**config.mk**
```make
export PLATFORM = sky130hd
export DESIGN_NAME = data_mem_lsu
export DESIGN_NICKNAME = d
export VERILOG_FILES = /design/src/rtl/data_mem_lsu.sv
export SDC_FILE = /design/constraint.sdc
export NUM_CORES = 1
export LEC_CHECK = 0
export CORE_ASPECT_RATIO = 1.75
export CORE_UTILIZATION = 45
export DETAILED_ROUTE_END_ITERATION = 10
export PLACE_DENSITY = 0.85
export SYNTH_ARGS = -nofsm -noshare
export SYNTH_HDL_FRONTEND = slang
export SYNTH_SLANG_ARGS = --single-unit
```
**constraint.sdc**
```tcl
create_clock -name clk -period 2.9 [get_ports clk]
set_clock_uncertainty 0.2 [all_clocks]
set_input_delay 0.435 -clock clk [delete_from_list [all_inputs] [get_ports clk]]
set_output_delay 0.435 -clock clk [all_outputs]
set_load 0.01 [all_outputs]
```
**src/rtl/data_mem_lsu.sv**
```systemverilog
// Load/store initiator for a single-port byte-enabled data RAM: lane alignment,
// sign/zero extension, and splitting of word-crossing accesses into two RAM cycles.
module data_mem_lsu #(
    parameter int ADDR_WIDTH     = 8,
    parameter int DATA_WIDTH     = 32,
    parameter int MISALIGN_SPLIT = 1
) (
    input  logic                  clk,
    input  logic                  rstn_i,
    input  logic                  req_i,
    output logic                  gnt_o,
    input  logic                  we_i,
    input  logic [2:0]            op_i,
    input  logic [ADDR_WIDTH-1:0] addr_i,
    input  logic [DATA_WIDTH-1:0] wdata_i,
    output logic                  resp_valid_o,
    output logic [DATA_WIDTH-1:0] rdata_o,
    output logic                  err_o,
    output logic                  ram_en_o,
    output logic [ADDR_WIDTH-1:0] ram_addr_o,
    output logic [DATA_WIDTH-1:0] ram_wdata_o,
    output logic                  ram_we_o,
    output logic [3:0]            ram_be_o,
    input  logic [DATA_WIDTH-1:0] ram_rdata_i
);

    typedef enum logic [2:0] {
        S_IDLE   = 3'd0,
        S_ISSUE1 = 3'd1,
        S_ISSUE2 = 3'd2,
        S_WAIT   = 3'd3,
        S_RESP   = 3'd4
    } state_t;

    function automatic logic [3:0] size_mask(input logic [2:0] op);
        case (op[1:0])
            2'b00:   size_mask = 4'b0001;
            2'b01:   size_mask = 4'b0011;
            2'b10:   size_mask = 4'b1111;
            default: size_mask = 4'b0000;
        endcase
    endfunction

    // Loads accept B/H/W/BU/HU; stores only B/H/W.
    function automatic logic op_illegal(input logic we, input logic [2:0] op);
        op_illegal = (op == 3'b011) || (op[2:1] == 2'b11) || (we && op[2]);
    endfunction

    function automatic logic [31:0] extend(input logic [31:0] d, input logic [2:0] op);
        case (op)
            3'b000:  extend = {{24{d[7]}}, d[7:0]};
            3'b001:  extend = {{16{d[15]}}, d[15:0]};
            3'b010:  extend = d;
            3'b100:  extend = {24'h000000, d[7:0]};
            3'b101:  extend = {16'h0000, d[15:0]};
            default: extend = 32'h0000_0000;
        endcase
    endfunction

    state_t                  state_q, state_d;
    logic                    gnt_q, gnt_d;
    logic                    resp_valid_q, resp_valid_d;
    logic                    err_q, err_d;
    logic [DATA_WIDTH-1:0]   rdata_q, rdata_d;
    logic                    ram_en_q, ram_en_d;
    logic                    ram_we_q, ram_we_d;
    logic [3:0]              ram_be_q, ram_be_d;
    logic [ADDR_WIDTH-1:0]   ram_addr_q, ram_addr_d;
    logic [DATA_WIDTH-1:0]   ram_wdata_q, ram_wdata_d;
    logic                    we_q, we_d;
    logic [2:0]              op_q, op_d;
    logic [ADDR_WIDTH-1:0]   addr_q, addr_d;
    logic [DATA_WIDTH-1:0]   wdata_q, wdata_d;
    logic                    split_q, split_d;
    logic [DATA_WIDTH-1:0]   lo_q, lo_d;

    logic [2:0]              cur_op_s;
    logic [ADDR_WIDTH-1:0]   cur_addr_s;
    logic [DATA_WIDTH-1:0]   cur_wdata_s;
    logic [1:0]              off_s;
    logic [7:0]              be8_s;
    logic [2*DATA_WIDTH-1:0] wd64_s;
    logic                    split_s;
    logic [2*DATA_WIDTH-1:0] rd64_s;
    logic [DATA_WIDTH-1:0]   rd_word_s;

    // Lane math works on the live request in IDLE and on the captured one afterwards.
    always_comb begin
        if (state_q == S_IDLE) begin
            cur_op_s    = op_i;
            cur_addr_s  = addr_i;
            cur_wdata_s = wdata_i;
        end else begin
            cur_op_s    = op_q;
            cur_addr_s  = addr_q;
            cur_wdata_s = wdata_q;
        end
        off_s   = cur_addr_s[1:0];
        be8_s   = {4'b0000, size_mask(cur_op_s)} << off_s;
        wd64_s  = {{DATA_WIDTH{1'b0}}, cur_wdata_s} << {off_s, 3'b000};
        split_s = |be8_s[7:4];
    end

    // Read-data assembly: split loads combine the captured low word with the live high word.
    always_comb begin
        if (split_q) begin
            rd64_s = {ram_rdata_i, lo_q};
        end else begin
            rd64_s = {{DATA_WIDTH{1'b0}}, ram_rdata_i};
        end
        rd_word_s = rd64_s[DATA_WIDTH-1:0] >> {addr_q[1:0], 3'b000};
        rd_word_s = rd_word_s | (rd64_s[2*DATA_WIDTH-1:DATA_WIDTH] << (6'd32 - {1'b0, addr_q[1:0], 3'b000}));
        if (addr_q[1:0] == 2'b00) begin
            rd_word_s = rd64_s[DATA_WIDTH-1:0];
        end else begin
            rd_word_s = rd_word_s;
        end
    end

    // Next-state and next-output logic; RAM pins and response are loaded with the state.
    always_comb begin
        state_d      = state_q;
        gnt_d        = 1'b0;
        resp_valid_d = 1'b0;
        err_d        = 1'b0;
        rdata_d      = {DATA_WIDTH{1'b0}};
        ram_en_d     = 1'b0;
        ram_we_d     = 1'b0;
        ram_be_d     = 4'b0000;
        ram_addr_d   = ram_addr_q;
        ram_wdata_d  = {DATA_WIDTH{1'b0}};
        we_d         = we_q;
        op_d         = op_q;
        addr_d       = addr_q;
        wdata_d      = wdata_q;
        split_d      = split_q;
        lo_d         = lo_q;
        case (state_q)
            S_IDLE: begin
                if (req_i && gnt_q) begin
                    we_d    = we_i;
                    op_d    = op_i;
                    addr_d  = addr_i;
                    wdata_d = wdata_i;
                    split_d = split_s;
                    if (op_illegal(we_i, op_i) || (split_s && (MISALIGN_SPLIT == 0))) begin
                        state_d      = S_RESP;
                        resp_valid_d = 1'b1;
                        err_d        = 1'b1;
                    end else begin
                        state_d     = S_ISSUE1;
                        ram_en_d    = 1'b1;
                        ram_we_d    = we_i;
                        ram_addr_d  = {addr_i[ADDR_WIDTH-1:2], 2'b00};
                        ram_be_d    = be8_s[3:0];
                        ram_wdata_d = wd64_s[DATA_WIDTH-1:0];
                    end
                end else begin
                    gnt_d = 1'b1;
                end
            end
            S_ISSUE1: begin
                if (split_q) begin
                    state_d     = S_ISSUE2;
                    ram_en_d    = 1'b1;
                    ram_we_d    = we_q;
                    ram_addr_d  = ram_addr_q + ADDR_WIDTH'(4);
                    ram_be_d    = be8_s[7:4];
                    ram_wdata_d = wd64_s[2*DATA_WIDTH-1:DATA_WIDTH];
                end else begin
                    state_d = S_WAIT;
                end
            end
            S_ISSUE2: begin
                lo_d    = ram_rdata_i;
                state_d = S_WAIT;
            end
            S_WAIT: begin
                state_d      = S_RESP;
                resp_valid_d = 1'b1;
                if (we_q) begin
                    rdata_d = {DATA_WIDTH{1'b0}};
                end else begin
                    rdata_d = extend(rd_word_s, op_q);
                end
            end
            S_RESP: begin
                state_d = S_IDLE;
                gnt_d   = 1'b1;
            end
            default: begin
                state_d = S_IDLE;
                gnt_d   = 1'b1;
            end
        endcase
    end

    // State, request capture and registered outputs.
    always_ff @(posedge clk or negedge rstn_i) begin
        if (!rstn_i) begin
            state_q      <= S_IDLE;
            gnt_q        <= 1'b1;
            resp_valid_q <= 1'b0;
            err_q        <= 1'b0;
            rdata_q      <= {DATA_WIDTH{1'b0}};
            ram_en_q     <= 1'b0;
            ram_we_q     <= 1'b0;
            ram_be_q     <= 4'b0000;
            ram_addr_q   <= {ADDR_WIDTH{1'b0}};
            ram_wdata_q  <= {DATA_WIDTH{1'b0}};
            we_q         <= 1'b0;
            op_q         <= 3'b000;
            addr_q       <= {ADDR_WIDTH{1'b0}};
            wdata_q      <= {DATA_WIDTH{1'b0}};
            split_q      <= 1'b0;
            lo_q         <= {DATA_WIDTH{1'b0}};
        end else begin
            state_q      <= state_d;
            gnt_q        <= gnt_d;
            resp_valid_q <= resp_valid_d;
            err_q        <= err_d;
            rdata_q      <= rdata_d;
            ram_en_q     <= ram_en_d;
            ram_we_q     <= ram_we_d;
            ram_be_q     <= ram_be_d;
            ram_addr_q   <= ram_addr_d;
            ram_wdata_q  <= ram_wdata_d;
            we_q         <= we_d;
            op_q         <= op_d;
            addr_q       <= addr_d;
            wdata_q      <= wdata_d;
            split_q      <= split_d;
            lo_q         <= lo_d;
        end
    end

    assign gnt_o        = gnt_q;
    assign resp_valid_o = resp_valid_q;
    assign err_o        = err_q;
    assign rdata_o      = rdata_q;
    assign ram_en_o     = ram_en_q;
    assign ram_we_o     = ram_we_q;
    assign ram_be_o     = ram_be_q;
    assign ram_addr_o   = ram_addr_q;
    assign ram_wdata_o  = ram_wdata_q;

endmodule

```
* Word-level counts from Yosys, hierarchy flattened *
Cells that the tools add are included.

storage, ports and cells
  bits of input ports = 79
  bits in registers = 155
  memory bits (writable) = 0
  output and inout bits = 81
  bits in latches = 0
  memories = 0
  bits in read-only memories = 0

operators by class
  $add $sub $neg = 2
  div/mod/pow operators = 0
  magnitude comparators = 0
  shift-type cells = 4
  bitwise operators = 1
  reductions and logical operators = 13
  $mul = 0
  mux-type cells = 39
  equality and inequality tests = 14

operator list
  operator                                         count
  2-to-1 mux 32 bit                                7
  case mux 32 bit (5 select lines)                 1
  2-to-1 mux 64 bit                                1
  case mux 32 bit (2 select lines)                 1
  left shift 32 x 5 -> 64 bit                      1
  OR 32 bit                                        1
  left shift 32 x 6 -> 32 bit                      1
  right shift 32 x 5 -> 32 bit                     1
  2-to-1 mux 8 bit                                 3
  case mux 8 bit (2 select lines)                  1
  == test 3 x 2 -> 1 bit, second input constant    4
  2-to-1 mux 4 bit                                 3
  case mux 3 bit (4 select lines)                  1
  case mux 4 bit (3 select lines)                  1
  2-to-1 mux 1 bit                                 11
  adder 8 x 3 -> 8 bit, second input constant      1
  case mux 1 bit (2 select lines)                  4
  case mux 4 bit (2 select lines)                  1
  left shift 4 x 2 -> 8 bit                        1
  == test 3 x 1 -> 1 bit, second input constant    2
  == test 3 bit, second input constant             2
  zero test 3 bit                                  2
  2-to-1 mux 3 bit                                 2
  subtractor 6 x 5 -> 6 bit, first input constant  1
  13 further kinds                                 19

* Longest topological paths before layout *
Gate-level depths: netlist of run 1.

  depth in word-level cells = 8
  depth in mapped cells = 12
  depth with buffers taken out = 7

* Worst setup path before layout of run 1 *
OpenSTA, ideal clock, no wires.

  path type = register -> register
  start = register addr_q[1]
  end = register rdata_q[20], in the netlist rdata_o[20]
  cell stages (with the launch flop) = 13
  setup time = 0.138 ns
  arrival time = 2.590 ns
  period minus slack after synthesis = 2.928 ns
  path slack = -0.028 ns
  path through = dfrtp_1 -> buf_2 -> buf_1 -> inv_1 -> clkbuf_1 -> ha_1 -> buf_2 -> o21ba_2 -> buf_2 -> o32ai_1 -> o21ai_1 -> clkbuf_1 -> a31oi_1

on the way
  cells in the longest elaborated chain, start to end = 7

ends and longest elaborated chain
  item                                RTL line  source
  from (decl)                         72        logic [ADDR_WIDTH-1:0] addr_q, addr_d;
  from (signal assigned)              213       addr_q <= {ADDR_WIDTH{1'b0}};
  from (signal assigned)              230       addr_q <= addr_d;
  subtractor 6 x 5 -> 6 bit           112       rd_word_s = rd_word_s | (rd64_s[2*DATA_WIDTH-1:DATA_WIDTH] << (6'd32 - {1'b0, addr_q[1:0], 3'b000}));
  left shift 32 x 6 -> 32 bit         112
  OR 32 bit                           112
  2-to-1 mux 32 bit *                 113       if (addr_q[1:0] == 2'b00) begin
  case mux 32 bit (5 select lines) *  50        case (op)
  2-to-1 mux 32 bit *                 181       if (we_q) begin
  2-to-1 mux 32 bit *                 138       case (state_q)
  net rdata_d[20]                     64        logic [DATA_WIDTH-1:0] rdata_q, rdata_d;
  to (signal assigned)                205       rdata_q <= {DATA_WIDTH{1'b0}};
  to (signal assigned)                222       rdata_q <= rdata_d;
  to (decl)                           64

Mark *: on every way through the listed nets, which the timed path passes. The rest lies on a longest branch.
A chain may end at the register's enable or synchronous reset.

* Worst setup path after layout of run 1 *
  start = register split_q
  end = register rdata_q[4], in the netlist rdata_o[4]

on the way
  cells in the longest elaborated chain, start to end = 7

ends and longest elaborated chain
  item                                                                                RTL line  source
  from (decl)                                                                         74        logic split_q, split_d;
  from (signal assigned)                                                              232       split_q <= split_d;
  2-to-1 mux 64 bit *                                                                 106       if (split_q) begin
  left shift 32 x 6 -> 32 bit / right shift 32 x 5 -> 32 bit (equally long branches)  112, 111
  OR 32 bit                                                                           112
  2-to-1 mux 32 bit *                                                                 113
  case mux 32 bit (5 select lines) *                                                  50
  2-to-1 mux 32 bit *                                                                 181
  2-to-1 mux 32 bit *                                                                 138
  net rdata_d[4]                                                                      64

Marked as above.

==> results.yml, run 1 <==
status:
  outcome: "finished clean"
global_route:
  grt_use_total_pct: 27.74
  grt_pass1_vias: 8144
  grt_pass1_wl_um: 42780
  grt_max_degree: 58
  antenna_found_initial: 0
  grt_overflow: 0
sta:
  post-route-period-util_pct: 89.33
  rsz0062_at_grt: "false"
  whs_ns: 0.2850
  fmax_mhz: 386.0
  tightest_slew_ns: 1.083
  hold_violations: 0
  timing.setup.tns_ns: 0
  setup_viol: 0
  relSlewSlack_pct: 27.81
  post-route-min-period_ns: 2.590
  setup_slack_ns: 0.3095
  report.final.slew_viol_count: 0
setup_path:
  reg2reg_slack_ns: 0.31
  critPathArrivalTime_ns: 2.66
  cp_cell_sequence: "buf_12 > mux4_2 > a222oi_1 > o22a_1 > nor2_1"
  path_max_fanout: 26
  cp.required_ns: 2.97
  crit_path_end_kind: "flop"
  start_kind: "flop"
  slowest_delay_ns: 0.63
  criticalPathCategory: "flop to flop"
  cp_slowest_cell: "dfrtp_2"
place:
  place.gp.congestion: 0.9689
  dp_slack_ns: 0.02683
  portBuffers: 157
  dp_hpwl_um: 18890
layout:
  area.growth.synth_to_final_pct: 28.88
  final_common_cell: "clkdlybuf4s50_1"
  antenna_cells: 0
  final_layout_size_suffix_gt1_share_pct: 16.96
  nets: 1102
  layout_common_cells: "155 x clkdlybuf4s50_1, 145 x dfrtp_1, 119 x nand2_1"
detailed_routing:
  drtIter0Drc: 561
  wl_per_cell_um: 21.02
  finalWirelength_um: 26760
  vias_per_cell: 6.302
  drc: 0
  drtPass1Iterations: 5
  via_count: 8023
  antenna_left: 0
die:
  pin_count: 160
  core_mm2: 0.01920
  start_util_pct: 45.91
  num_rows: 67
  dieHeight_um: 187.1
  dieArea_mm2: 0.02017
  die_w_um: 107.8
yosys:
  yosysTopAreaCell: "dfrtp_1"
  syn_inst: 871
  synth_top_area_share_pct: 41.74
  syn_avg_cell_area_um2: 10.12
  synth-seq-cells: 148
  synthTopCellsByArea: "dfrtp_1 42%, mux2i_1 12%, mux2_2 7.4%"
  synth_cell_type_count: 68
  synth_edf_count: 0
  syn_area_mm2: 0.008813
  yosysWarnings: 0
  async_flop_share_pct: 100.0
  ys_seq_area_share_pct: 42.04
  synth_flop_cell: "dfrtp_1"
clock_network:
  cts.clk_slew.worst_paths_ns: 0.07
  cts_tree: "done"
  post_cts_buffers: 0
  numCtsBuffers: 17
  clk-insertion-delay-late_ns: 0.43
  cts_max_level: 4
  cts_buffer_depth: 2
  clockRootBuffer: "clkbuf_16"
  clock-sinks: 148
min_path:
  hold_class: "flop to flop"
pwr:
  power.static_leakage_nw: 4.941
  ir_drop_v: 0.0006302
  powerDensity_mw_per_mm2: 1070
run:
  cap_viol_max_count: 0
==> where the power goes <==
| group | total (mW) | leakage [nW] | internal, mW | switching (mW) |
|---|---|---|---|---|
| clock network | 2.14 | 0.277 | 1.13 | 1.01 |
| logic | 6.76 | 2.74 | 3.09 | 3.67 |
| registers | 3.25 | 1.92 | 2.73 | 0.517 |
==> synthesized netlist by cell type, types with 4 or more instances <==
master	n
a222oi_1	7
a2bb2oi_1	9
dfrtp_1	147
a21oi_1	25
inv_1	13
a211oi_1	8
mux4_2	9
ha_1	4
a211o_1	7
and3_1	7
o22a_1	7
a31oi_1	18
o2bb2ai_1	9
buf_1	5
nand4b_1	7
nand2b_1	15
o211ai_1	11
mux2_2	58
nand2_1	119
nor3_1	6
nor3b_1	4
buf_4	4
mux2i_1	105
nand3_1	13
buf_2	29
o21ai_0	34
a221oi_1	8
a221o_1	9
a311oi_1	7
clkbuf_1	39
o22ai_1	27
nor2b_1	10
nor2_1	36
==> worst max-delay path: cells and delay by family (launching register included) <==
family / cells / cell delay, ns
DFF: 1 / 0.63
and+or+nand+nor: 1 / 0.04
buffers and inverters: 1 / 0.26
AOI/OAI and AO/OA: 2 / 0.74
muxes: 1 / 0.55
==> layout make-up <==
class	count	area, um^2
multi-input cells	630	4707
clock buffers	17	425.4
clock inverters	15	132.6
well taps	241	301.5
inverters	13	48.80
flip-flops and latches	148	3707
repair buffers	209	2036
fillers	1546	7839
==> worst paths after layout <==
check	endpoint	start	depth (start not counted)
setup / recovery	rdata_o[4]$_DFF_PN0_	split_q$_DFFE_PN0P_	5
min in group asynchronous	lo_q[20]$_DFFE_PN0N_	rstn_i	2
hold / removal	wdata_q[6]$_DFFE_PN0P_	wdata_q[6]$_DFFE_PN0P_	2
setup reg to reg	rdata_o[4]$_DFF_PN0_	split_q$_DFFE_PN0P_	5
max in group asynchronous	gnt_o$_DFF_PN1_	rstn_i	3
hold reg to reg	wdata_q[6]$_DFFE_PN0P_	wdata_q[6]$_DFFE_PN0P_	2
==> stage by stage <==
stage | utilization, % | power (mW) | instances | cell area, um^2
2_1_floorplan | - | 7.723 | 872 | 8818
4_1_cts | 59.15 | 12.03 | 1273 | 11350
6_report | 59.17 | 12.15 | 1273 | 11360
5_1_grt | 59.17 | 12.82 | 1273 | 11360
3_3_place_gp | 56.19 | 9.658 | 1240 | 10790
3_5_place_dp | 56.19 | 9.823 | 1240 | 10790
==> routing by layer <==
layer | GRT usage, % | vias to the layer above | wire (um) | share of wire [%]
li1 | - | 3543 | - | -
met2 | 47.98 | 457 | 14020 | 52
met3 | 4.564 | 143 | 1628 | 6.1
met1 | 30.08 | 3880 | 9259 | 35
met5 | 0 | - | 0 | 0
met4 | 19.86 | 0 | 1849 | 6.9
==> flip-flops by register name, summed over array words and instances, names as in the netlist, 2 cells and up <==
name and count:
ram_be_o 4, lo_q 32, ram_wdata_o 32, rdata_o 32, state_q 3, ram_addr_o 6
wdata_q 27, op_q 3, addr_q 2
==> cells by family after synthesis <==
kind of cell               synth area share [%]
buffers and inverters                     4.855
muxes                                     21.64
other                                   0.04255
xor gates and xnor gates                0.09939
and+or+nand+nor                           13.22
adders and majority gates                0.5679
DFF                                       42.04
AOI/OAI and AO/OA                         17.55
==> timing repair <==
| item | CTS | global route |
|---|---|---|
| hold buffers | 1 | 0 |
| endpoints found under the hold margin | 47 | 0 |
| resized for setup | 0 | 1 |
| endpoints found under the setup margin | 0 | 1 |
Power figures use the tool's default switching activity.
==> run 2: changes to the inputs <==
--- a/config.mk
+++ b/config.mk
@@ -5,10 +5,12 @@
 export SDC_FILE = /design/constraint.sdc
 export NUM_CORES = 1
 export LEC_CHECK = 0
+export CELL_PAD_IN_SITES_DETAIL_PLACEMENT = 0
+export CELL_PAD_IN_SITES_GLOBAL_PLACEMENT = 2
 export CORE_ASPECT_RATIO = 1.75
-export CORE_UTILIZATION = 45
+export CORE_UTILIZATION = 30
 export DETAILED_ROUTE_END_ITERATION = 10
-export PLACE_DENSITY = 0.85
+export PLACE_DENSITY = 0.88
 export SYNTH_ARGS = -nofsm -noshare
 export SYNTH_HDL_FRONTEND = slang
 export SYNTH_SLANG_ARGS = --single-unit
==> run 2 against run 1 <==
Effect of this change:
- clock-buffer cell count unchanged
- clock power increased by 4%
- total power increased by 1.3%
- register-to-register slack got worse by 0.17 ns
- hold slack got worse by 0.0010 ns
- cell count increased by 11%
- sequential power about the same
- final area increased by 1.8%
- routed wire length increased by 11%
- largest cell class unchanged
==> results.yml, run 2 (synthesis results as in run 1) <==
setup_path:
  crit_path_start: "addr_q[0]$_DFFE_PN0P_"
  start_kind: "flop"
  critPathArrivalTime_ns: 2.82
  criticalPathCategory: "flop to flop"
  slowest_delay_ns: 1.01
  cp_cell_sequence: "inv_1 > ha_1 > buf_4 > o32ai_1 > o21ai_1 > a31oi_1"
  path_buf_inv: 2
  worstReg2RegStart: "addr_q[0]$_DFFE_PN0P_"
  cp_top_family: "compound AO/OA/AOI/OAI gates"
  cp_slowest_cell: "o21ai_1"
  crit_path_end_kind: "flop"
  path_max_fanout: 16
  cp.required_ns: 2.96
pwr:
  clockPowerShare_pct: 18.1
  intPower_mw: 7.026
  ir_drop_v: 0.0004592
  p_sw_share_pct: 42.90
  powerDensity_mw_per_mm2: 1064
  power.static_leakage_nw: 4.953
  power_frac_comb_pct: 55.6
  p_switching_mw: 5.278
  seqPwrFrac_pct: 26.3
place:
  portBuffers: 157
  placed_area_mm2: 0.01097
  dp_slack_ns: 0.06850
  dp_hpwl_um: 21400
  place.gp.congestion: 0.8628
clock_network:
  clk-insertion-delay-late_ns: 0.45
  numCtsBuffers: 17
  cts_max_level: 4
  clockRootBuffer: "clkbuf_16"
  hold_buffers: 1
  cts.clk_slew.worst_paths_ns: 0.07
  post_cts_buffers: 0
  cts_buffer_depth: 2
  cts_resized: 0
  clock-sinks: 148
  cts_tree: "done"
sta:
  timing.setup.tns_ns: 0
  report.final.slew_viol_count: 0
  fmax_mhz: 362.1
  tightest_slew_ns: 1.291
  relSlewSlack_pct: 13.39
  whs_ns: 0.2840
  rsz0062_at_grt: "false"
  setup_slack_ns: 0.1382
  setup_viol: 0
  post-route-min-period_ns: 2.762
  post-route-period-util_pct: 95.23
  hold_violations: 0
min_path:
  hold_class: "flop to flop"
  min-delay-start: "wdata_q[15]$_DFFE_PN0P_"
layout:
  final_common_cell: "clkdlybuf4s50_1"
  layout_common_cells: "155 x clkdlybuf4s50_1, 145 x dfrtp_1, 119 x nand2_1"
  final_layout_size_suffix_gt1_share_pct: 16.94
  area.growth.synth_to_final_pct: 31.16
  nets: 1103
  final_area_mm2: 0.01156
  antenna_cells: 0
detailed_routing:
  wl_per_cell_um: 20.97
  via_count: 7692
  drtPass1Iterations: 5
  drtIter0Drc: 548
  drc: 0
  vias_per_cell: 5.451
  antenna_left: 0
  finalWirelength_um: 29590
run:
  cap_viol_max_count: 0
die:
  core_mm2: 0.02873
  dieArea_mm2: 0.03009
  start_util_pct: 30.68
  num_rows: 82
  dieHeight_um: 228.7
  pin_count: 160
  die_w_um: 131.6
global_route:
  grt_pass1_wl_um: 45680
  grt_pass1_vias: 7980
  grt_overflow: 0
  grt_max_degree: 55
  antenna_found_initial: 0
  grt_use_total_pct: 19.94
status:
  outcome: "finished clean"
## run 2: cell count changes in the layout (fill, tap and decap cells not counted), sizes merged
cell    before  now
bufinv       0    1
inv         24   23
buf         53   54
## run 2: worst register-to-register path: cells and delay by family, from the launching register on
kind                     cells  cell delay (ns)
adder cells (fa/ha/maj)      1             0.29
AO/OA/AOI/OAI                3             1.36
flip-flops                   1             0.43
buffers and inverters        2             0.31
## run 2: per-layer routing
metal / wire length, um / global-route usage (%) / vias to the layer above / part of all wire (%)
met5: 0 / 0 / - / 0
met4: 1497 / 12.94 / 0 / 5.1
met3: 1055 / 2.639 / 82 / 3.6
met2: 15690 / 36.23 / 293 / 53
met1: 11350 / 21.47 / 3780 / 38
li1: - / - / 3537 / -
## run 2: final timing paths
path	to	cells after the start	slack (ns)
worst max-delay path	rdata_o[22]$_DFF_PN0_	6	0.14
worst min-delay path	wdata_q[15]$_DFFE_PN0P_	2	0.28
worst max register to register	rdata_o[22]$_DFF_PN0_	6	0.14
worst min register to register	wdata_q[15]$_DFFE_PN0P_	2	0.28
max in group asynchronous	ram_wdata_o[1]$_DFF_PN0_	3	1.45
min in group asynchronous	ram_addr_o[4]$_DFFE_PN0P_	2	0.29
## run 2: final cells by class
cell class                      count  area (um^2)
Inverter                           13        48.80
Tap cell                          378        473.0
Multi-Input combinational cell    630         4703
Timing Repair Buffer              210         2043
Clock buffer                       17        425.4
Clock inverter                     15        158.9
Fill cell                        2838        17170
Sequential cell                   148         3707
## run 2: power by group through the flow
stage          logic (mW)  clock network, mW  registers [mW]
3_3_place_gp         6.72                  0            3.25
6_report             6.84               2.23            3.23
2_1_floorplan        4.54                  0            3.18
5_1_grt              7.31               2.36            3.33
4_1_cts              6.81               2.29            3.24
3_5_place_dp         6.78                  0            3.28
## run 2: through the flow
step,util [%],instances,total power [mW]
floorplan,-,872,7.723
global placement,38.17,1378,9.974
detailed placement,38.17,1378,10.06
CTS,40.24,1411,12.34
global route,40.24,1411,13.00
finish,40.24,1411,12.30
